--- src/rtl/mem_arbiter.sv ---
// Three-way arbiter (host, data, fetch) in front of one single-port synchronous RAM.
// Latency: grant is combinational; read data returns one cycle after its grant.
// Backpressure: a requester holds valid until its ready is seen; fetch is forced after MAX_WAIT denials.
module mem_arbiter #(
  parameter int ADDR_W   = 18,
  parameter int DATA_W   = 32,
  parameter int MAX_WAIT = 4
) (
  input  logic              i_clk,
  input  logic              i_rst_n,

  // host / loader port
  input  logic              i_h_valid,
  input  logic              i_h_we,
  input  logic [ADDR_W-1:0] i_h_addr,
  input  logic [DATA_W-1:0] i_h_wdata,
  output logic              o_h_ready,
  output logic              o_h_rvalid,
  output logic [DATA_W-1:0] o_h_rdata,

  // processor data port
  input  logic              i_d_valid,
  input  logic              i_d_we,
  input  logic [ADDR_W-1:0] i_d_addr,
  input  logic [DATA_W-1:0] i_d_wdata,
  output logic              o_d_ready,
  output logic              o_d_rvalid,
  output logic [DATA_W-1:0] o_d_rdata,

  // processor fetch port (read-only)
  input  logic              i_f_valid,
  input  logic [ADDR_W-1:0] i_f_addr,
  output logic              o_f_ready,
  output logic              o_f_rvalid,
  output logic [DATA_W-1:0] o_f_rdata,

  // single-port synchronous RAM
  output logic              o_m_en,
  output logic              o_m_we,
  output logic [ADDR_W-1:0] o_m_addr,
  output logic [DATA_W-1:0] o_m_wdata,
  input  logic [DATA_W-1:0] i_m_rdata,

  output logic              o_stall
);

  localparam int WAIT_W = (MAX_WAIT < 1) ? 1 : $clog2(MAX_WAIT + 1);
  localparam logic [WAIT_W-1:0] WAIT_MAX = WAIT_W'(MAX_WAIT);

  // Which requester the read currently in flight belongs to.
  typedef enum logic [1:0] {
    OWN_H = 2'd0,
    OWN_D = 2'd1,
    OWN_F = 2'd2
  } owner_e;

  logic [WAIT_W-1:0] r_wait_q;
  logic              r_rd_pend_q;
  owner_e            r_rd_owner_q;

  logic              w_force_f;
  logic              w_gnt_h;
  logic              w_gnt_d;
  logic              w_gnt_f;
  logic              w_rd_gnt;
  owner_e            w_rd_owner;
  logic              w_rd_ok;

  // A starving fetch overrides the fixed priority for one cycle.
  assign w_force_f = i_f_valid && (r_wait_q == WAIT_MAX);

  // Grant selection: forced fetch, else host > data > fetch; nothing while in reset.
  always_comb begin
    w_gnt_h = 1'b0;
    w_gnt_d = 1'b0;
    w_gnt_f = 1'b0;
    if (i_rst_n) begin
      if (w_force_f) begin
        w_gnt_f = 1'b1;
      end else if (i_h_valid) begin
        w_gnt_h = 1'b1;
      end else if (i_d_valid) begin
        w_gnt_d = 1'b1;
      end else if (i_f_valid) begin
        w_gnt_f = 1'b1;
      end
    end
  end

  assign o_h_ready = w_gnt_h;
  assign o_d_ready = w_gnt_d;
  assign o_f_ready = w_gnt_f;

  // Stall the core whenever one of its requests is waiting this cycle.
  assign o_stall = i_rst_n &&
                   ((i_f_valid && !w_gnt_f) || (i_d_valid && !w_gnt_d));

  // Steer the winner onto the RAM port; idle port is driven to all zeros.
  always_comb begin
    o_m_en    = 1'b0;
    o_m_we    = 1'b0;
    o_m_addr  = '0;
    o_m_wdata = '0;
    if (w_gnt_h) begin
      o_m_en    = 1'b1;
      o_m_we    = i_h_we;
      o_m_addr  = i_h_addr;
      o_m_wdata = i_h_wdata;
    end else if (w_gnt_d) begin
      o_m_en    = 1'b1;
      o_m_we    = i_d_we;
      o_m_addr  = i_d_addr;
      o_m_wdata = i_d_wdata;
    end else if (w_gnt_f) begin
      o_m_en    = 1'b1;
      o_m_addr  = i_f_addr;
    end
  end

  // Identify a read being issued this cycle and who it belongs to.
  always_comb begin
    w_rd_gnt   = (w_gnt_h && !i_h_we) || (w_gnt_d && !i_d_we) || w_gnt_f;
    w_rd_owner = OWN_H;
    if (w_gnt_d) begin
      w_rd_owner = OWN_D;
    end else if (w_gnt_f) begin
      w_rd_owner = OWN_F;
    end
  end

  // Fetch starvation counter: counts denied fetch cycles, saturating.
  always_ff @(posedge i_clk) begin
    if (!i_rst_n) begin
      r_wait_q <= '0;
    end else if (!i_f_valid || w_gnt_f) begin
      r_wait_q <= '0;
    end else if (r_wait_q != WAIT_MAX) begin
      r_wait_q <= r_wait_q + 1'b1;
    end
  end

  // One-deep return tag; rewritten every cycle so back-to-back reads stream.
  always_ff @(posedge i_clk) begin
    if (!i_rst_n) begin
      r_rd_pend_q  <= 1'b0;
      r_rd_owner_q <= OWN_H;
    end else begin
      r_rd_pend_q  <= w_rd_gnt;
      r_rd_owner_q <= w_rd_owner;
    end
  end

  // Read return is suppressed while reset is held, so a read issued just
  // before reset never surfaces.
  assign w_rd_ok    = i_rst_n && r_rd_pend_q;
  assign o_h_rvalid = w_rd_ok && (r_rd_owner_q == OWN_H);
  assign o_d_rvalid = w_rd_ok && (r_rd_owner_q == OWN_D);
  assign o_f_rvalid = w_rd_ok && (r_rd_owner_q == OWN_F);

  assign o_h_rdata  = o_h_rvalid ? i_m_rdata : '0;
  assign o_d_rdata  = o_d_rvalid ? i_m_rdata : '0;
  assign o_f_rdata  = o_f_rvalid ? i_m_rdata : '0;

  // Never more than one winner per cycle.
  a_onehot_grant : assert property (@(posedge i_clk) $onehot0({w_gnt_h, w_gnt_d, w_gnt_f}));

endmodule

--- config.mk ---
export PLATFORM = sky130hd
export DESIGN_NAME = mem_arbiter
export DESIGN_NICKNAME = d
export VERILOG_FILES = /design/src/rtl/mem_arbiter.sv
export SDC_FILE = /design/constraint.sdc
export NUM_CORES = 1
export LEC_CHECK = 0
export ABC_CLOCK_PERIOD_IN_PS = 2200
export BUFFER_PORTS_ARGS = -buffer_cell sky130_fd_sc_hd__buf_2
export CAP_MARGIN = 25
export CELL_PAD_IN_SITES_DETAIL_PLACEMENT = 1
export CELL_PAD_IN_SITES_GLOBAL_PLACEMENT = 1
export CORE_AREA = 2 2 121 123
export CTS_BUF_LIST = sky130_fd_sc_hd__clkbuf_16
export DETAILED_ROUTE_END_ITERATION = 10
export DIE_AREA = 0 0 123 125
export GPL_ROUTABILITY_DRIVEN = 0
export PLACE_DENSITY = 0.78
export SLEW_MARGIN = 10
export SYNTH_ARGS = -nofsm -noshare
export SYNTH_HDL_FRONTEND = slang
export SYNTH_SLANG_ARGS = --single-unit
--- constraint.sdc ---
create_clock -name i_clk -period 2.2 [get_ports i_clk]
set_input_delay 0.33 -clock i_clk [delete_from_list [all_inputs] [get_ports i_clk]]
set_output_delay 0.33 -clock i_clk [all_outputs]
set_load 0.02 [all_outputs]
==> results.md <==
- Status: completed
- Setup crit end: o_m_wdata[2]
- Via count: 3204
- Initial antenna violation count: 0
- Flop-to-flop setup slack: 0.83 ns
- Clk_skew: 0.000902 ns
- Yosys reg bits: 6
- Crit-path max FO: 17
- GR Layer Usage met2: 24.0%
- CTS buffer count: 3
- Fillers: 1858
- Core area: 0.0142 mm²
- DP Worst Slack: 0.142 ns
- Synth cell count leaders: 97 x and2_1, 40 x nand3_1, 32 x a22o_1, 19 x buf_2
- Area leader, netlist: and2_1
- Worst setup SP type: register
- Synth cell types: 24
- Asr flop ratio synth: 0%
- Drt drc: 0
- Pwr per Cell Area: 266 mW/mm²
- Reg2reg start: r_wait_q[0]$_SDFFE_PP0P_
- CTS root buffer: clkbuf_16
- Yosys warning count: 0
- CP Depth: 8
- I/O pin cnt: 312
- CTS sink cnt: 6
- Share of cells above drive strength 1: 59.3%
- Max_cap viols: 0
- I/O Buffers: 311
- Die ar.: 0.0154 mm²
- Area Growth Syn to Fin: 110%
- Post-route insts no fill: 757
- Clk slew on worst S/H paths: 0.03 ns
- Largest net degree at the start of global routing: 34
- Worst Setup SP: r_wait_q[0]$_SDFFE_PP0P_
- Crit path largest cell delay: 0.31 ns
- Worst-path cell chain: inv_1 > ha_2 > nand3_4 > nand3_2 > inv_4 > buf_12 > a22o_1 > buf_2
- TritonCTS clock tree: built
- Worst Hold Launch: i_d_we
- Hold buffer count at CTS: 0
- Crit path capture type: output pin
- Post-route ant nets: 0
- Post-DP HPWL: 9000 µm
- Post-Syn Instances: 271
- Tcrit/Tclk final: 94.5%
- Top_reg_cell synth: dfxtp_1
- Reg-to-reg endpoint: r_wait_q[2]$_SDFFE_PP0P_
- Starting density of the core: 12.9%
- Max frequency: 481 MHz
- Post-placement cell count: 750
- Sequential area share after synthesis: 6.57%
- Vias in the first global route: 3127
- Lkg Pwr: 2.38 nW
- Nets: 734
- H-tree depth: 1
- Clk Latency, worst-skew pair: 0.23 ns
- Horiz. Die Dim: 123 µm
- Vias/cell: 4.23
- Grt met3 use: 4.01%
- Delay-heaviest family, CP: buffers and inverters
- Number of synthesized flops with an enable pin: 0
- Die Ht: 125 µm
- Mapped Area: 0.00183 mm²
- Critical path required time: 1.87 ns
- Met1 GRT Util: 14.8%
- Final Setup Violations: 0
- Max_slew headroom: 82.6%
- DRT Pass-1 Iters: 4
- First-pass GRT wire length: 16000 µm
- Avg Synthesized Cell Area: 6.75 µm²
- Most numerous cell in the Yosys netlist: and2_1
- Worst-margin pin slew: 0.257 ns
- Routed len/inst: 14.8 µm
- Initial DRC count: 119
- Worst hold path class: input pin to register
- Detailed Route WL: 11200 µm
- N_diodes: 0
- Peak VDD IR: 242 µV
- Unrepaired setup endpoints after global routing: no
- R2R depth: 5
- Post-synth net total: 430
- Final core occ: 27.1%
- # rows: 44
- Worst Slack Setup Final: 0.121 ns
- Minimum clock period after layout: 2.08 ns
- GR peak layer: met2
- Synth top area share: 33.2%
- Final Hold Fails: 0
- Setup TNS: 0 ns
- Largest cells by area after synthesis: and2_1 33%, a22o_1 15%, nand3_1 11%, a2bb2oi_1 8.6%, a21o_1 7.4%
- CTS Buffer Depth: 2
- Max-slew violation count: 0
- Count of buffer and inverter cells on the critical path: 4
- Congestion Overflow GR: 0
- Critical-path top delay cell: dfxtp_1
- Critical path type: register to output pin
- Total GRT Usage: 13.0%
- Crit path DAT: 1.75 ns
-- how the worst min path moves through the flow --
stage                                     to  slack (ns)  depth (start not counted)
floorplan           r_wait_q[0]$_SDFFE_PP0P_        0.43                          1
global placement    r_wait_q[0]$_SDFFE_PP0P_        0.44                          1
detailed placement  r_wait_q[0]$_SDFFE_PP0P_        0.45                          1
CTS                   r_rd_pend_q$_SDFF_PN0_        0.37                          2
global route          r_rd_pend_q$_SDFF_PN0_        0.38                          2
finish                r_rd_pend_q$_SDFF_PN0_        0.37                          2
-- worst reg2reg max path, cell delays in order, from the launching register on --
cell	delay, ns
dfxtp_1	0.34
inv_1	0.05
ha_2	0.21
o2bb2ai_1	0.17
buf_12	0.18
nor4b_1	0.31
-- state kept, by name, summed over array words and instances, names as in the netlist --
| name | cells |
|---|---|
| r_rd_owner_q | 2 |
| r_wait_q | 3 |
| r_rd_pend_q | 1 |
-- repair_timing --
action / CTS / global route
pin swaps: 0 / 1
gates resized for setup: 1 / 7
gates cloned: 0 / 2
buffers inserted: 0 / 2
setup endpoints to repair: 33 / 37
hold endpoints to repair: 0 / 0
-- final cells by class --
type / instances / area (µm²) / share of cell area, %
Tap cell: 184 / 230 / 5.99
Multi-Input combinational cell: 228 / 1580 / 41.0
Clock buffer: 3 / 75.1 / 1.95
Timing Repair Buffer: 328 / 1810 / 47.0
Inverter: 8 / 35.0 / 0.911
Sequential cell: 6 / 120 / 3.12
-- cells in the final DEF (no fill, tap or decap), types with 3 or more instances in the layout --
cell type	synthesis	layout
a21o_1	18	18
a22o_1	32	32
nor2_1	3	3
buf_12	0	7
buf_4	0	8
inv_1	6	6
dfxtp_1	6	6
a2bb2oi_1	18	18
and2_1	97	97
clkbuf_16	0	5
buf_2	19	311
nand3_1	40	37
nand2_1	5	5
-- stage by stage --
step                hold slack, ns  total power [W]  area, µm²
floorplan                    0.427         0.000417       1830
global placement             0.442         0.000711       3670
detailed placement           0.452         0.000718       3670
CTS                          0.367          0.00102       3750
global route                 0.375          0.00109       3840
finish                       0.366          0.00102       3840
-- power by group --
group          switching, W  total, W  internal (W)
combinational      0.000332  0.000613      0.000281
sequential       0.00000266  0.000116      0.000114
clock             0.0000590  0.000292      0.000233
total              0.000394   0.00102      0.000628
-- cells by family after synthesis --
family / synth area share, %
adder cells (fa/ha/maj): 1.37
flip-flops: 6.57
buffers and inverters: 8.90
AND/OR/NAND/NOR: 49.3
AO/OA/AOI/OAI: 33.8
-- per-layer routing --
layer | wire (µm) | share of wire [%] | vias to the layer above
met1 | 4190 | 37 | 1454
met2 | 5710 | 51 | 186
met3 | 1230 | 11 | 6
met5 | 0 | 0 | -
li1 | - | - | 1558
met4 | 87 | 0.78 | 0
(Power assumes the default switching activity.)
